## src/rtl/synth_pkg.sv

```systemverilog
// Shared definitions for the voice sequencer: default sizing, voice record
// field widths and the scheduler FSM encoding.
package synth_pkg;

    localparam int unsigned NVOICES_DEF     = 16;
    localparam int unsigned PHASE_W_DEF     = 20;
    localparam int unsigned SLOT_CYCLES_DEF = 4;

    localparam int unsigned VOICE_W  = 4;
    localparam int unsigned ADDR_W   = 10;
    localparam int unsigned VEL_W    = 18;
    localparam int unsigned ACTIVE_W = 1;

    typedef enum logic [1:0] {
        StIdle,
        StScan,
        StIssue,
        StHold
    } sched_state_e;

endpackage

```

## src/rtl/phase_acc_bank.sv

```systemverilog
// Per-voice phase accumulators. A note-on clear beats a same-cycle slot advance,
// so a retriggered voice always restarts from phase 0.
module phase_acc_bank
    import synth_pkg::*;
#(
    parameter int unsigned NVOICES = NVOICES_DEF,
    parameter int unsigned PHASE_W = PHASE_W_DEF
) (
    input  logic               clk,
    input  logic               rst_n,
    input  logic               clr_en,
    input  logic [VOICE_W-1:0] clr_idx,
    input  logic               adv_en,
    input  logic [VOICE_W-1:0] adv_idx,
    input  logic [PHASE_W-1:0] adv_inc,
    input  logic [VOICE_W-1:0] rd_idx,
    output logic [PHASE_W-1:0] rd_phase
);

    logic [PHASE_W-1:0] phase_q [NVOICES];

    always_ff @(posedge clk or negedge rst_n) begin
        if (!rst_n) begin
            for (int v = 0; v < NVOICES; v++) begin
                phase_q[v] <= '0;
            end
        end else begin
            for (int v = 0; v < NVOICES; v++) begin
                if (clr_en && (clr_idx == VOICE_W'(v))) begin
                    phase_q[v] <= '0;
                end else if (adv_en && (adv_idx == VOICE_W'(v))) begin
                    phase_q[v] <= phase_q[v] + adv_inc;
                end
            end
        end
    end

    assign rd_phase = phase_q[rd_idx];

endmodule

```

## src/rtl/voice_scheduler.sv

```systemverilog
// Per-frame voice walker: on each 48 kHz tick, issues one right/left wavetable
// slot per active voice and advances that voice's phase.
module voice_scheduler
    import synth_pkg::*;
#(
    parameter int unsigned        NVOICES     = NVOICES_DEF,
    parameter int unsigned        PHASE_W     = PHASE_W_DEF,
    parameter int unsigned        SLOT_CYCLES = SLOT_CYCLES_DEF,
    parameter logic [ADDR_W-1:0]  L_OFFSET    = 10'd0
) (
    input  logic               clk,
    input  logic               rst_n,
    input  logic               tick48k,
    input  logic               cfg_we,
    input  logic [VOICE_W-1:0] cfg_voice,
    input  logic               cfg_on,
    input  logic               cfg_off,
    input  logic [PHASE_W-1:0] cfg_inc,
    input  logic [VEL_W-1:0]   cfg_vel,
    output logic [ADDR_W-1:0]  wavetable_r,
    output logic               wavetable_r_valid,
    output logic [ADDR_W-1:0]  wavetable_l,
    output logic               wavetable_l_valid,
    output logic [VEL_W-1:0]   velocity,
    output logic [VOICE_W-1:0] voice_id,
    output logic               busy,
    output logic               overrun
);

    localparam int unsigned HOLD_W = $clog2(SLOT_CYCLES);

    sched_state_e        state_q, state_d;
    logic [VOICE_W-1:0]  idx_q, idx_d;
    logic [HOLD_W-1:0]   hold_q, hold_d;
    logic                busy_q, busy_d;
    logic                overrun_q, overrun_d;

    logic [NVOICES-1:0]  active_q;
    logic [PHASE_W-1:0]  inc_q [NVOICES];
    logic [VEL_W-1:0]    vel_q [NVOICES];

    logic                r_valid_q, l_valid_q;
    logic [ADDR_W-1:0]   addr_r_q, addr_l_q;
    logic [VEL_W-1:0]    vel_out_q;
    logic [VOICE_W-1:0]  id_q;

    logic                load_slot, adv_en, last_idx, cfg_hit;
    logic                cur_active;
    logic [PHASE_W-1:0]  rd_phase, cur_phase;
    logic [VEL_W-1:0]    cur_vel;
    logic [ADDR_W-1:0]   cur_addr;

    always_ff @(posedge clk or negedge rst_n) begin
        if (!rst_n) begin
            active_q <= '0;
            for (int v = 0; v < NVOICES; v++) begin
                inc_q[v] <= '0;
                vel_q[v] <= '0;
            end
        end else if (cfg_we) begin
            if (cfg_on) begin
                active_q[cfg_voice] <= 1'b1;
                inc_q[cfg_voice]    <= cfg_inc;
                vel_q[cfg_voice]    <= cfg_vel;
            end else if (cfg_off) begin
                active_q[cfg_voice] <= 1'b0;
            end
        end
    end

    phase_acc_bank #(
        .NVOICES (NVOICES),
        .PHASE_W (PHASE_W)
    ) u_phase_acc_bank (
        .clk      (clk),
        .rst_n    (rst_n),
        .clr_en   (cfg_we && cfg_on),
        .clr_idx  (cfg_voice),
        .adv_en   (adv_en),
        .adv_idx  (idx_q),
        .adv_inc  (inc_q[idx_q]),
        .rd_idx   (idx_q),
        .rd_phase (rd_phase)
    );

    // Forward a same-cycle config write so a note-on at the scanned index plays now.
    always_comb begin
        cfg_hit    = cfg_we && (cfg_voice == idx_q);
        cur_active = active_q[idx_q];
        cur_phase  = rd_phase;
        cur_vel    = vel_q[idx_q];
        if (cfg_hit && cfg_on) begin
            cur_active = 1'b1;
            cur_phase  = '0;
            cur_vel    = cfg_vel;
        end else if (cfg_hit && cfg_off) begin
            cur_active = 1'b0;
        end
        cur_addr = cur_phase[PHASE_W-1 -: ADDR_W];
    end

    assign last_idx = (idx_q == VOICE_W'(NVOICES - 1));

    always_comb begin
        state_d   = state_q;
        idx_d     = idx_q;
        hold_d    = hold_q;
        busy_d    = busy_q;
        overrun_d = overrun_q | (tick48k & busy_q);
        load_slot = 1'b0;
        adv_en    = 1'b0;
        unique case (state_q)
            StIdle: begin
                if (tick48k) begin
                    idx_d   = '0;
                    busy_d  = 1'b1;
                    state_d = StScan;
                end
            end
            StScan: begin
                if (cur_active) begin
                    load_slot = 1'b1;
                    state_d   = StIssue;
                end else if (last_idx) begin
                    busy_d  = 1'b0;
                    state_d = StIdle;
                end else begin
                    idx_d = idx_q + 1'b1;
                end
            end
            StIssue: begin
                adv_en  = 1'b1;
                hold_d  = '0;
                state_d = StHold;
            end
            StHold: begin
                if (hold_q == HOLD_W'(SLOT_CYCLES - 2)) begin
                    if (last_idx) begin
                        busy_d  = 1'b0;
                        state_d = StIdle;
                    end else begin
                        idx_d   = idx_q + 1'b1;
                        state_d = StScan;
                    end
                end else begin
                    hold_d = hold_q + 1'b1;
                end
            end
            default: state_d = StIdle;
        endcase
    end

    always_ff @(posedge clk or negedge rst_n) begin
        if (!rst_n) begin
            state_q   <= StIdle;
            idx_q     <= '0;
            hold_q    <= '0;
            busy_q    <= 1'b0;
            overrun_q <= 1'b0;
            r_valid_q <= 1'b0;
            l_valid_q <= 1'b0;
            addr_r_q  <= '0;
            addr_l_q  <= '0;
            vel_out_q <= '0;
            id_q      <= '0;
        end else begin
            state_q   <= state_d;
            idx_q     <= idx_d;
            hold_q    <= hold_d;
            busy_q    <= busy_d;
            overrun_q <= overrun_d;
            r_valid_q <= load_slot;
            l_valid_q <= (state_q == StIssue);
            if (load_slot) begin
                addr_r_q  <= cur_addr;
                addr_l_q  <= cur_addr + L_OFFSET;
                vel_out_q <= cur_vel;
                id_q      <= idx_q;
            end
        end
    end

    assign wavetable_r       = addr_r_q;
    assign wavetable_r_valid = r_valid_q;
    assign wavetable_l       = addr_l_q;
    assign wavetable_l_valid = l_valid_q;
    assign velocity          = vel_out_q;
    assign voice_id          = id_q;
    assign busy              = busy_q;
    assign overrun           = overrun_q;

endmodule
```

## config.mk

```make
export PLATFORM = sky130hd
export DESIGN_NAME = voice_scheduler
export DESIGN_NICKNAME = d
export VERILOG_FILES = /design/src/rtl/synth_pkg.sv /design/src/rtl/phase_acc_bank.sv /design/src/rtl/voice_scheduler.sv
export SDC_FILE = /design/constraint.sdc
export NUM_CORES = 2
export LEC_CHECK = 0
export ABC_CLOCK_PERIOD_IN_PS = 8700
export CAP_MARGIN = 20
export CORE_ASPECT_RATIO = 1.2
export CORE_MARGIN = 1.5
export CORE_UTILIZATION = 41
export DETAILED_ROUTE_END_ITERATION = 8
export GPL_TIMING_DRIVEN = 0
export PLACE_DENSITY = 0.68
export SLEW_MARGIN = 20
export SYNTH_ARGS = -nofsm -noshare
export SYNTH_HDL_FRONTEND = slang
export SYNTH_HIERARCHICAL = 1
export SYNTH_SLANG_ARGS = --single-unit
export TNS_END_PERCENT = 100
```

## constraint.sdc

```tcl
create_clock -name clk -period 8.7 [get_ports clk]
set_input_delay 2.61 -clock clk [delete_from_list [all_inputs] [get_ports clk]]
set_output_delay 2.61 -clock clk [all_outputs]
set_load 0.05 [all_outputs]
```

==> metrics <==
Max Cap Viol=0; Root Driver=clkbuf_16; fin nets=between 5000 and 6000; Final HPWL DP=about 110 mm; die area=142000 um^2; final setup vio count=0; clk buf depth=3; Final Hold Vio Count=0; Die Wd=345 um; Slew Viols, Final=0; Skew-Pair Late Insertion Delay=around 0.75 ns; CP endpoint kind=flop; IO buf count=92; final worst path period share=between 70% and 80%; final core occ=46.3%; CTS tree=built; Via density=5.80; H-tree depth=3; mapped cell area=roughly 57000 um^2; Placed Area=~61000 um^2; first-pass GRT wire length=around 250 mm; Num Clock Sinks=about 990; register area=24700 um^2; vias post-DR=42000; final WL=161 mm; Post-DRT Antenna Nets=0; synthesis warning total=6; num rows=150; FILL cells=~13000; cts hold-fix bufs=0; Syn-to-layout area delta=12.3%; routability congestion estimate=roughly 0.90; outcome=complete, no violations; Hold WC Path Type=reg2reg; Synth Area per Inst=11.2 um^2; setup_tns=0 ns; initial antenna violation count=10; initial drt markers=3105; Max transition margin=22.3%; drt first pass iters=6; unrepaired setup endpoints after global routing=false; pin count of the biggest net entering global routing=~150; gr ovfl total=0; Setup Fix Bufs, Post-CTS=0; drt wl/cell=roughly 22 um; DRC=0; WS Path Type=reg2reg; Fmax=145 MHz; Final Instance Area=about 65000 um^2; number of CTS-inserted buffers=106; Least-Margin Pin Slew=between 1 and 1.5 ns; Global Route Usage Sum=22.7%; io pins=94; area of the multi-input gates=31200 um^2; Required @ worst endpoint=9.35 ns; clock period minus worst slack=roughly 6.9 ns; Core ar.=139000 um^2; Die H=413 um; Initial Utilization=41.3%; Clock Pin Slew Worst Setup and Hold Paths=approximately 0.06 ns; Syn Inst Count=5123; syn_nets=approximately 5500; vias in the first global route=43100; crit-path max FO=16; layout cell share with drive strength beyond 1=about a fifth; Worst EP arrival=roughly 7.5 ns; Setup Skew=0.0590 ns; CTS resizes=0; Startpoint Class=flop
==> state kept, by name, summed over array words and instances (netlist names), named ones only <==
name,cells
inc_q,320
u_phase_acc_bank/phase_q,320
vel_q,288
velocity,18
wavetable_l,10
idx_q,4
voice_id,4
hold_q,2
busy,1
overrun,1
state_q,1
wavetable_l_valid,1
wavetable_r_valid,1
==> area by class of cell <==
class	instances	area share, %
buffer	291	2.02
antenna	5	0.0194
timing repair buffer	102	1.85
multi-input combinational	3783	48.4
tap	1824	3.54
sequential	988	38.3
clock inverter	45	0.846
inverter	61	0.355
clock buffer	146	4.66
==> metal layers <==
metal | wire, um | share of wire, % | global-route usage (%)
met1 | 66000 | 41 | 28.7
met2 | 78500 | 49 | 38.4
met5 | 60 | 0.037 | 0
met3 | 9000 | 5.6 | 3.47
met4 | 6940 | 4.3 | 9.94
==> worst max-delay path: stages, from the launching register on <==
cell      delay, ns
dfrtp_1        0.58
buf_2          0.25
clkbuf_1       0.73
clkbuf_1       0.78
mux4_2         0.44
mux4_2         0.92
ha_1           0.44
fa_1           0.42
a21oi_1        0.22
o21ai_0        0.19
a2111o_1       0.48
a31oi_1        0.29
a21oi_1        0.22
a221oi_1       0.41
xnor2_1        0.17
nand2_1        0.07
a21oi_1        0.15
==> placed cells by master, fill, tap and decap left out, types with 13 or more instances in the layout <==
master,count
and2_1,29
clkbuf_1,209
clkbuf_16,107
or2_2,13
or3_1,42
mux2i_1,32
o21ai_0,164
dfrtp_1,988
nand3_1,73
xnor2_1,177
nand2_1,582
nand4_1,18
inv_1,59
a21oi_1,450
buf_1,16
o21bai_1,29
and3_1,25
o31ai_1,17
ha_1,306
clkdlybuf4s50_1,91
o21a_1,20
clkbuf_8,18
nor2_1,269
fa_1,16
nor3_1,57
nand2b_1,39
clkinv_2,26
buf_2,62
buf_4,18
mux2_2,503
nor2b_1,31
a22o_1,18
xor2_1,80
mux2_1,128
a31oi_1,39
o21ai_1,15
mux4_2,225
a21o_1,127
a211oi_1,81
==> metrics by stage <==
| stage | worst slack [ns] | hold WS [ns] | std cells |
|---|---|---|---|
| 2_1_floorplan | 3.72 | 0.452 | 5123 |
| 3_3_place_gp | -40.17 | 0.449 | 7039 |
| 3_5_place_dp | 1.96 | 0.446 | 7049 |
| 4_1_cts | 1.90 | 0.464 | 7240 |
| 5_1_grt | 1.62 | 0.476 | 7241 |
| 6_report | 1.81 | 0.459 | 7245 |
==> final timing paths <==
path / from / to / slack [ns] / cells past startpoint
setup reg to reg: idx_q[1] / u_phase_acc_bank/phase_q[98] / 1.81 / 16
setup / recovery: idx_q[1] / u_phase_acc_bank/phase_q[98] / 1.81 / 16
min in group asynchronous: rst_n / u_phase_acc_bank/phase_q[284] / 1.81 / 1
max in group asynchronous: rst_n / vel_q[116] / 4.29 / 5
hold reg to reg: overrun / overrun / 0.46 / 1
hold / removal: overrun / overrun / 0.46 / 1
Power is not shown: default switching activity piles up to over one toggle a cycle in this logic, so the estimate is an artifact.
